### src/rtl/i_decode.sv
// MIPS ID stage: decode, 32x32 regfile, ID/EX register; optional write-first bypass under RF_BYPASS_EN.
// One cycle to id_ex_*; combinational stall on load-use (bubble inserted), flush squashes and overrides stall.
module i_decode #(
  parameter int          DATA_W  = 32,
  parameter logic [31:0] RF_INIT = 32'h0000_0000
) (
  input  logic              clk,
  input  logic              rst_n,
  input  logic [31:0]       if_id_ir,
  input  logic [DATA_W-1:0] if_id_npc,
  input  logic              flush,
  input  logic              wb_reg_write,
  input  logic [4:0]        wb_write_reg,
  input  logic [DATA_W-1:0] wb_write_data,
  output logic              stall,
  output logic [DATA_W-1:0] id_ex_npc,
  output logic [DATA_W-1:0] id_ex_rdata1,
  output logic [DATA_W-1:0] id_ex_rdata2,
  output logic [DATA_W-1:0] id_ex_imm,
  output logic [4:0]        id_ex_rt,
  output logic [4:0]        id_ex_rd,
  output logic [1:0]        id_ex_wb,
  output logic [2:0]        id_ex_m,
  output logic [3:0]        id_ex_ex
);

  logic [DATA_W-1:0] rf [32];
  logic [4:0]        rs, rt;
  logic [DATA_W-1:0] rdata1, rdata2;
  logic [8:0]        ctrl;
  logic              wb_wr_en;

  assign rs       = if_id_ir[25:21];
  assign rt       = if_id_ir[20:16];
  assign wb_wr_en = wb_reg_write && (wb_write_reg != 5'd0);

  // rf[0] is never written, so it stays at reset zero
  always_ff @(posedge clk or negedge rst_n) begin
    if (!rst_n) begin
      rf[0] <= '0;
      for (int i = 1; i < 32; i++) rf[i] <= RF_INIT;
    end else if (wb_wr_en) begin
      rf[wb_write_reg] <= wb_write_data;
    end
  end

  always_comb begin
    rdata1 = '0;
    rdata2 = '0;
    if (rs != 5'd0) rdata1 = rf[rs];
    if (rt != 5'd0) rdata2 = rf[rt];
`ifdef RF_BYPASS_EN
    if (wb_wr_en && wb_write_reg == rs) rdata1 = wb_write_data;
    if (wb_wr_en && wb_write_reg == rt) rdata2 = wb_write_data;
`else
`endif
  end

  // ctrl = {RegWrite,MemtoReg | Branch,MemRead,MemWrite | RegDst,ALUOp,ALUSrc}
  always_comb begin
    ctrl = '0;
    case (if_id_ir[31:26])
      6'h00:   ctrl = {2'b10, 3'b000, 4'b1100};
      6'h23:   ctrl = {2'b11, 3'b010, 4'b0001};
      6'h2B:   ctrl = {2'b00, 3'b001, 4'b0001};
      6'h04:   ctrl = {2'b00, 3'b100, 4'b0010};
      default: ctrl = '0;
    endcase
  end

  assign stall = rst_n & id_ex_m[1] & (id_ex_rt != 5'd0) &
                 ((id_ex_rt == rs) | (id_ex_rt == rt)) & ~flush;

  always_ff @(posedge clk or negedge rst_n) begin
    if (!rst_n) begin
      id_ex_npc    <= '0;
      id_ex_rdata1 <= '0;
      id_ex_rdata2 <= '0;
      id_ex_imm    <= '0;
      id_ex_rt     <= '0;
      id_ex_rd     <= '0;
      id_ex_wb     <= '0;
      id_ex_m      <= '0;
      id_ex_ex     <= '0;
    end else begin
      id_ex_npc    <= if_id_npc;
      id_ex_rdata1 <= rdata1;
      id_ex_rdata2 <= rdata2;
      id_ex_imm    <= {{(DATA_W-16){if_id_ir[15]}}, if_id_ir[15:0]};
      id_ex_rt     <= rt;
      id_ex_rd     <= if_id_ir[15:11];
      if (stall || flush) begin
        id_ex_wb <= '0;
        id_ex_m  <= '0;
        id_ex_ex <= '0;
      end else begin
        {id_ex_wb, id_ex_m, id_ex_ex} <= ctrl;
      end
    end
  end

endmodule

### config.mk
export PLATFORM = sky130hd
export DESIGN_NAME = i_decode
export DESIGN_NICKNAME = d
export VERILOG_FILES = /design/src/rtl/i_decode.sv
export SDC_FILE = /design/constraint.sdc
export NUM_CORES = 2
export LEC_CHECK = 0
export ABC_AREA = 1
export CORE_UTILIZATION = 55
export CTS_BUF_LIST = sky130_fd_sc_hd__clkbuf_4 sky130_fd_sc_hd__clkbuf_8
export CTS_CLUSTER_DIAMETER = 120
export DETAILED_ROUTE_END_ITERATION = 12
export GPL_ROUTABILITY_DRIVEN = 0
export PLACE_DENSITY = 0.73
export REMOVE_ABC_BUFFERS = 1
export SETUP_SLACK_MARGIN = 0.05
export SYNTH_ARGS = -nofsm -noshare
export SYNTH_HDL_FRONTEND = slang
export SYNTH_SLANG_ARGS = --single-unit
export TNS_END_PERCENT = 5
### constraint.sdc
create_clock -name clk -period 1.4 [get_ports clk]
set_clock_uncertainty 0.05 [all_clocks]
set_input_delay 0.14 -clock clk [delete_from_list [all_inputs] [get_ports clk]]
set_output_delay 0.14 -clock clk [all_outputs]
set_load 0.01 [all_outputs]
==> results.md <==
* Status: complete, but fails checks
* Failing checks: hold timing, setup timing
* Max Freq at 426 MHz
* CP delay by family, top: simple AND/OR/NAND/NOR gates
* WP data arrival at 2160 ps
* H-Tree Depth at 4
* Largest net degree at the start of global routing at 125
* Die Wd at 334 um
* Required time worst endpoint at 1210 ps
* Ports at 253
* DRT Wirelength at 220000 um
* Fin crit share at 1.68
* Synthesized instance count at 8550
* # rows at 121
* Post-route setup slack at -946 ps
* Average routed wire per standard cell at 21.1 um
* DRC at 0
* CP max-delay cell: dfrtp_1
* Total number of vias at 62452
* Max Slew Vio Count at 0
* Die area at 111000 sq um
* DR iter-0 viols at 8598
* Peak VDD IR at 0.901 mV
* Yosys warning count at 0
* Core Region at 109000 sq um
* Worst Path Buf+Inv at 1
* Share of post-route cells with drive strength above 1 at 0.125
* Yosys reg bits at 1147
* Final nets at 8950
* Unrepaired setup endpoints after global routing: true
* Sequence of cells on the critical path: xor2_1 > nor2_1 > nand3_1 > nand2_2 > nand2_4 > nor2_2 > buf_2
* Routed Antenna Nets at 0
* First-pass iteration count of the detailed router at 9
* Hold Crit Class: input port to flip-flop
* CP endpoint kind: primary output
* Worst Tran Pin Value at 836 ps
* Later-pin clock latency in the skew report at 920 ps
* Antenna violations before repair at 4
* Mapped cell area at 60400 sq um
* Syn avg cell area at 7.07 sq um
* Vias per cell at 5.99
* Post-DP HPWL at 133000 um
* Tmin final at 2350 ps
* Hold WS at -89.5 ps
* Critical path fanouts, max at 3
* Slew headroom at 0.443
* GRT Total Usage at 0.393
* Area grow syn2layout at 20.6%
* Final Hold Fails at 6
* Clk buf depth at 3
* # setup viols final at 157
* PwrDens at 1310 nW/um^2
* Die Y-Extent at 334 um
* Post-synthesis sequential area ratio at 0.475
* Setup TNS at -32690 ps
* Gr ovfl total at 0
* TritonCTS clock tree: built
* Leakage at 35.1 nW
* First-pass GRT wire length at 341000 um
* Max-Cap Viols at 0
* Number of CTS-inserted buffers at 199
* Pre-CTS WS at -612 ps
* Clk sink count at 1147
* Crit-path max cell delay at 420 ps
* PortBufs at 252
* Filler cell count at 9243
* Setup crit start kind: flip-flop
* Initial core utilization at 0.555
* Clock Pin Slew Worst Setup and Hold Paths at 60 ps
* Vias in the first global route at 59397
* Library cells used by synthesis at 27
* WS Path Type: flip-flop to primary output
* Clk root buf: clkbuf_8
cell usage after synthesis:
master    count  share of area
nor3_1        4        0.00033
inv_1       211          0.013
nor2_8        2        0.00066
xor2_1        8         0.0012
dfrtp_1    1147           0.47
o21ai_1      19         0.0016
xnor2_1       2        0.00029
nand2_1    3005           0.19
nor4_1        1        0.00010
buf_1        83         0.0052
clkinv_1      1       0.000062
nor2_1      849          0.053
nand3_1     971          0.080
nor2_4        2        0.00037
buf_2       116         0.0096
o21ai_0    1337           0.11
nor3_4        7         0.0019
clkbuf_1    492          0.031
a21oi_1     136          0.011
inv_2         7        0.00043
nor3b_1       1        0.00012
buf_4        55         0.0068
buf_6         3        0.00056
nand2_2      23         0.0024
nand4_1       1        0.00010
o211ai_1     63         0.0078
nor2_2        4        0.00041
power by group:
part | switching [mW] | total (mW) | internal [mW] | leakage (nW)
clock network | 14.6 | 33.2 | 18.6 | 2.29
logic | 11.1 | 18.7 | 7.62 | 18.3
registers | 4.34 | 43.3 | 39.0 | 14.6
registers in the layout (all words and copies together), names as in the netlist, 3 cells and up:
name	cells
rf	1024
id_ex_npc	32
id_ex_rdata1	32
id_ex_rdata2	32
id_ex_imm	13
id_ex_rt	5
id_ex_ex	3
id_ex_rd	3
worst min-delay path, cell delays in order:
cell	delay, ps
buf_8	130
nand3_1	80
inv_1	110
nand2_4	100
nand2_1	190
nor2_1	60
logic make-up after synthesis:
group | after synthesis | share of synthesized area
AO/OA/AOI/OAI | 1555 | 0.131
XOR/XNOR | 10 | 0.00145
buffers and inverters | 968 | 0.0663
flip-flops | 1147 | 0.475
AND/OR/NAND/NOR | 4870 | 0.326
routing by layer:
| layer | part of all wire | vias up | global-route usage |
|---|---|---|---|
| li1 | - | 28198 | - |
| met4 | 0.062 | 0 | 0.229 |
| met5 | 0 | - | 0 |
| met2 | 0.44 | 4147 | 0.613 |
| met3 | 0.11 | 892 | 0.0836 |
| met1 | 0.38 | 29215 | 0.507 |
through the flow:
step                      power, mW  instances   util  hold WS [ps]  cell area (sq um)
after detailed placement       61.9       9962  0.625           313              68000
after floorplan                53.7       7801      -          -206              57300
after global placement         61.1       9962  0.625           318              68000
after global routing            100      10419  0.670         -50.0              72900
after CTS                      95.0      10417  0.667          -144              72600
final                          95.2      10420  0.670         -89.5              72900
final timing paths:
path | from | to | slack (ps) | depth (start not counted)
max | id_ex_rt[1]$_DFF_PN0_ | stall | -950 | 7
min | rst_n | id_ex_ex[0]$_DFF_PN0_ | -90 | 6
max reg2reg | id_ex_rt[1]$_DFF_PN0_ | id_ex_m[1]$_DFF_PN0_ | -70 | 7
min reg2reg | rf[1022]$_DFFE_PN0P_ | rf[1022]$_DFFE_PN0P_ | 350 | 0
max in group asynchronous | rst_n | rf[702]$_DFFE_PN0P_ | 330 | 6
min in group asynchronous | rst_n | rf[274]$_DFFE_PN0P_ | 170 | 4
cell type report:
type	instances	area, sq um	share of cell area
Sequential cell	1147	28700	0.394
Inverter	219	860	0.0118
Tap cell	1414	1770	0.0243
Clock buffer	314	3860	0.0529
Timing Repair Buffer	843	9350	0.128
Multi-Input combinational cell	6435	27900	0.383
Antenna cell	3	7.51	0.000103
Clock inverter	45	438	0.00601
cells in the final DEF (no fill, tap or decap), drive strengths merged, types with 8 or more instances in the layout:
master and instances:
a21oi 136, buf 655, clkdlybuf4s50 96, nand3 971, nand2 3028, xor2 8, inv 224, nor2 857
dlygate4sd3 88, o21ai 1356, clkbuf 314, clkinv 27, nor3 11, o211ai 63, dfrtp 1147
timing repair:
item,in CTS,in global routing
resized for setup,606,88
setup endpoints to repair,158,218
pin swaps,7,39
setup buffers,2,0
hold buffers,94,1
endpoints found under the hold margin,1331,7
Note: power is estimated with default switching activity, not from simulation.
